## src/rtl/button_event_gen.sv

```systemverilog
// Turns a debounced button level into one-cycle press/click/release/long/repeat events plus held levels.
// Every output is registered, so an event decided at an edge is visible for exactly one cycle after it.
module button_event_gen #(
  parameter int unsigned LONG_CYCLES   = 100_000_000,
  parameter int unsigned REPEAT_CYCLES = 20_000_000,
  parameter bit          REPEAT_EN     = 1'b1
) (
  input  logic clk,
  input  logic rst,
  input  logic en,
  input  logic btn_level,
  output logic press_pulse,
  output logic release_pulse,
  output logic short_pulse,
  output logic long_pulse,
  output logic repeat_pulse,
  output logic held,
  output logic long_active
);

  localparam int unsigned MAX_CYCLES = (LONG_CYCLES > REPEAT_CYCLES) ? LONG_CYCLES : REPEAT_CYCLES;
  localparam int          CNT_W      = $clog2(MAX_CYCLES) + 1;

  // Long fires LONG_CYCLES edges after the press edge; repeats every REPEAT_CYCLES edges in HOLD.
  localparam logic [CNT_W-1:0] LONG_TC   = CNT_W'(LONG_CYCLES - 1);
  localparam logic [CNT_W-1:0] REPEAT_TC = CNT_W'(REPEAT_CYCLES - 1);

  typedef enum logic [1:0] {
    IDLE  = 2'd0,
    PRESS = 2'd1,
    HOLD  = 2'd2
  } state_e;

  state_e           state_q, state_d;
  logic [CNT_W-1:0] cnt_q, cnt_d;
  logic             btn_q;
  logic             press_q, press_d;
  logic             release_q, release_d;
  logic             short_q, short_d;
  logic             long_q, long_d;
  logic             repeat_q, repeat_d;
  logic             held_q, held_d;
  logic             long_active_q, long_active_d;

  always_comb begin
    state_d   = state_q;
    cnt_d     = cnt_q;
    press_d   = 1'b0;
    release_d = 1'b0;
    short_d   = 1'b0;
    long_d    = 1'b0;
    repeat_d  = 1'b0;

    if (!en) begin
      // Disabling aborts silently: no release is reported for the interrupted press.
      state_d = IDLE;
      cnt_d   = '0;
    end else begin
      case (state_q)
        IDLE: begin
          if (btn_level && !btn_q) begin
            press_d = 1'b1;
            state_d = PRESS;
            cnt_d   = '0;
          end
        end
        PRESS: begin
          if (!btn_level) begin
            release_d = 1'b1;
            short_d   = 1'b1;
            state_d   = IDLE;
            cnt_d     = '0;
          end else if (cnt_q == LONG_TC) begin
            long_d  = 1'b1;
            state_d = HOLD;
            cnt_d   = '0;
          end else begin
            cnt_d = cnt_q + CNT_W'(1);
          end
        end
        HOLD: begin
          if (!btn_level) begin
            release_d = 1'b1;
            state_d   = IDLE;
            cnt_d     = '0;
          end else if (REPEAT_EN && (cnt_q == REPEAT_TC)) begin
            repeat_d = 1'b1;
            cnt_d    = '0;
          end else if (REPEAT_EN) begin
            cnt_d = cnt_q + CNT_W'(1);
          end else begin
            cnt_d = '0;
          end
        end
        default: begin
          state_d = IDLE;
          cnt_d   = '0;
        end
      endcase
    end

    held_d        = (state_d != IDLE);
    long_active_d = (state_d == HOLD);
  end

  // btn_q resets high so a button held through reset must be released before it can press.
  always_ff @(posedge clk or posedge rst) begin
    if (rst) begin
      btn_q         <= 1'b1;
      state_q       <= IDLE;
      cnt_q         <= '0;
      press_q       <= 1'b0;
      release_q     <= 1'b0;
      short_q       <= 1'b0;
      long_q        <= 1'b0;
      repeat_q      <= 1'b0;
      held_q        <= 1'b0;
      long_active_q <= 1'b0;
    end else begin
      btn_q         <= btn_level;
      state_q       <= state_d;
      cnt_q         <= cnt_d;
      press_q       <= press_d;
      release_q     <= release_d;
      short_q       <= short_d;
      long_q        <= long_d;
      repeat_q      <= repeat_d;
      held_q        <= held_d;
      long_active_q <= long_active_d;
    end
  end

  assign press_pulse   = press_q;
  assign release_pulse = release_q;
  assign short_pulse   = short_q;
  assign long_pulse    = long_q;
  assign repeat_pulse  = repeat_q;
  assign held          = held_q;
  assign long_active   = long_active_q;

endmodule
```

## config.mk

```make
export PLATFORM = sky130hd
export DESIGN_NAME = button_event_gen
export DESIGN_NICKNAME = d
export VERILOG_FILES = /design/src/rtl/button_event_gen.sv
export SDC_FILE = /design/constraint.sdc
export NUM_CORES = 1
export LEC_CHECK = 0
export CORE_UTILIZATION = 45
export DETAILED_ROUTE_END_ITERATION = 16
export GPL_TIMING_DRIVEN = 0
export HOLD_SLACK_MARGIN = 0.02
export MAX_ROUTING_LAYER = met4
export SYNTH_ARGS = -nofsm -noshare
export SYNTH_HDL_FRONTEND = slang
export SYNTH_SLANG_ARGS = --single-unit
```

## constraint.sdc

```tcl
create_clock -name clk -period 2.3 [get_ports clk]
set_input_delay 0.46 -clock clk [delete_from_list [all_inputs] [get_ports clk]]
set_output_delay 0.46 -clock clk [all_outputs]
set_load 0.01 [all_outputs]
```

==> flow_summary_export.csv <==
group,metric,value,unit
drt,dr.pass1.iters,4,
grt,antenna_found_initial,0,
sta,maxSlewViolCount,0,
place,portBuffers,10,
floorplan,row_count,25,
sta,hold_viol,0,
setup_path,worstRegToRegCells,7,
hold_path,min_path_cells,1,
layout,design_area,2560,um^2
cts,cts.clk_slew.worst_paths,0.07,ns
setup_path,cp.arrival,2.40,ns
floorplan,io_pins,11,
place,placed_cell_area,2420,um^2
layout,final_common_cell,"dfrtp_1",
drt,wl,5700,um
synthesis,syn_nets,250,
sta,max_freq,449,MHz
drt,drtIter0Drc,93,
sta,min_period,2.23,ns
power,powerDensity,484,nW/um^2
setup_path,required,2.47,ns
cts,clockRootBuffer,"clkbuf_8",
drt,wl_met1,2740,um
sta,min_period_over_period,96.9,%
cts,cts_tree,"done",
cts,cts_made_buffers,5,
power,leakagePower,1.00,nW
grt,grt_pass1_vias,1848,
hold_path,hold_path_class,"in2reg",
synthesis,ys_warn_count,0,
setup_path,path_class,"reg2reg",
layout,area_growth,14.7,%
sta,setup_violations,0,
grt,grt_pass1_wl,9420,um
layout,fin_util,53.9,%
grt,grt_max_degree,39,
synthesis,synth-seq-cells,38,
flow_run,cap_violations,0,
layout,fin_nets,270,
status,status,"completed",
drt,drc,0,
synthesis,synth_edf_count,0,
sta,worst_slew_margin_rel,47.0,%
drt,num_vias,1972,
grt,grt_overflow,0,
cts,postCtsHoldBufs,0,
synthesis,synth.avg_cell_area,9.27,um^2
cts,clk_path_buf_depth,2,
floorplan,dieArea,5250,um^2
synthesis,synthArstFlopShare,100,%
cts,clk_latency,0.29,ns
synthesis,ys.flop_type,"dfrtp_1",
cts,cts.sinks,38,
drt,wl_per_cell,17.3,um
floorplan,die_w,72.5,um
layout,drive_above_1_share,11.5,%
synthesis,synth_cells,241,
drt,wl_met2,2630,um
setup_path,endpoint_kind,"register",
place,post-dp-hpwl,3930,um
floorplan,die_h,72.5,um
floorplan,initial_core_util,47.0,%
place,gp_congestion,0.913,
setup_path,crit_fanout,10,
floorplan,design.core.area,4750,um^2
layout,layout_common_cells,"dfrtp_1, nand2_1, nor2_1",
drt,wl_met3,232,um
sta,final.setup_skew,0.00752,ns
synthesis,syn_area,2230,um^2
synthesis,synth_cell_type_count,52,
synthesis,synth.yosys.seq_area_share,42.6,%
power,vdd_drop_max,0.270,mV
grt,grt_usage,24.4,%
sta,worst_slew_pin_slew,0.794,ns
power,power,1.24,mW
drt,antenna_left,0,
layout,nFillCells,459,
cts,h-tree-depth,2,
layout,antenna_cells,0,
drt,top_layer_used,"met4",
drt,viasPerCell,5.99,
sta,setup_tns,0,ns
setup_path,crit_path_start_kind,"register",
-- layer usage --
metal / GRT usage, % / up-vias
met5: - / -
met1: 32.7 / 957
met4: 8.71 / 0
li1: - / 958
met2: 37.1 / 46
met3: 4.44 / 11
-- cell families after synthesis --
kind of cell | count (synthesis) | synth area share, %
flip-flops | 38 | 42.6
AO/OA/AOI/OAI | 61 | 20.1
multiplexers | 1 | 0.448
AND/OR/NAND/NOR | 112 | 27.9
buffers and inverters | 18 | 3.75
XOR/XNOR | 6 | 2.35
adder cells (fa/ha/maj) | 5 | 2.80
-- through the flow --
step | hold slack (ns) | cells | worst slack (ns)
final | 0.410 | 329 | 0.0714
after floorplan | 0.464 | 241 | 0.331
after CTS | 0.554 | 326 | 0.0203
after detailed placement | 0.541 | 318 | -0.565
after global placement | 0.541 | 318 | -0.568
after global routing | 0.412 | 329 | -0.00495
-- layout make-up --
| type | instances | area, um^2 | area share [%] |
|---|---|---|---|
| Clock inverter | 2 | 10.0 | 0.391 |
| Tap cell | 67 | 83.8 | 3.27 |
| Clock buffer | 6 | 72.6 | 2.83 |
| Inverter | 9 | 33.8 | 1.32 |
| Multi-Input combinational cell | 185 | 1220 | 47.7 |
| Timing Repair Buffer | 13 | 128 | 4.98 |
| Buffer | 9 | 58.8 | 2.29 |
| Sequential cell | 38 | 953 | 37.2 |
-- cell usage after synthesis (4+ instances only) --
cell      instances  area [um^2]
o31ai_1           7         52.6
nor2_1           22         82.6
o211ai_1          5         37.5
nand4_1          11         68.8
xnor2_1           5         43.8
dfrtp_1          37          926
o32ai_1           6         52.6
o41ai_1           6         52.6
inv_1             9         33.8
nor4_1            4         25.0
o21ai_0          17         85.1
nor3_1            4         20.0
ha_1              5         62.6
nand2_1          27          101
o41a_1            4         45.0
buf_2             4         20.0
nand3_1          12         60.1
and4_1            6         52.6
-- final timing paths --
check / start / endpoint / slack (ns)
worst min-delay path: btn_level / btn_q / 0.41
worst max-delay path: cnt_q[17] / cnt_q[3] / 0.07
max in group asynchronous: rst / cnt_q[12] / 1.13
worst max register to register: cnt_q[17] / cnt_q[3] / 0.07
min in group asynchronous: rst / cnt_q[10] / 0.63
worst min register to register: cnt_q[23] / cnt_q[23] / 0.56
-- worst max-delay path, stage by stage, from the launching register on --
cell and delay, ns:
dfrtp_1 0.47, or4b_1 0.58, nor4_4 0.23, buf_4 0.19
nor2_4 0.07, o21ai_4 0.27, buf_6 0.20, o32ai_1 0.09
-- where the power goes --
group          internal [mW]  switching (mW)  total [mW]
Clock                  0.210           0.238       0.448
Combinational         0.0353          0.0776       0.113
Sequential             0.675         0.00426       0.679
-- sequential cells by signal, indices dropped and copies added (netlist names) --
| signal | flops |
|---|---|
| state_q | 2 |
| short_pulse | 1 |
| release_pulse | 1 |
| repeat_pulse | 1 |
| btn_q | 1 |
| held | 1 |
| press_pulse | 1 |
| long_pulse | 1 |
| long_active | 1 |
| cnt_q | 28 |
-- what timing repair did --
item,in CTS,in global routing
gates cloned,0,0
pin swaps,0,3
gates resized for setup,4,12
endpoints found under the setup margin,23,25
buffers inserted,0,3
(Power assumes the default switching activity.)
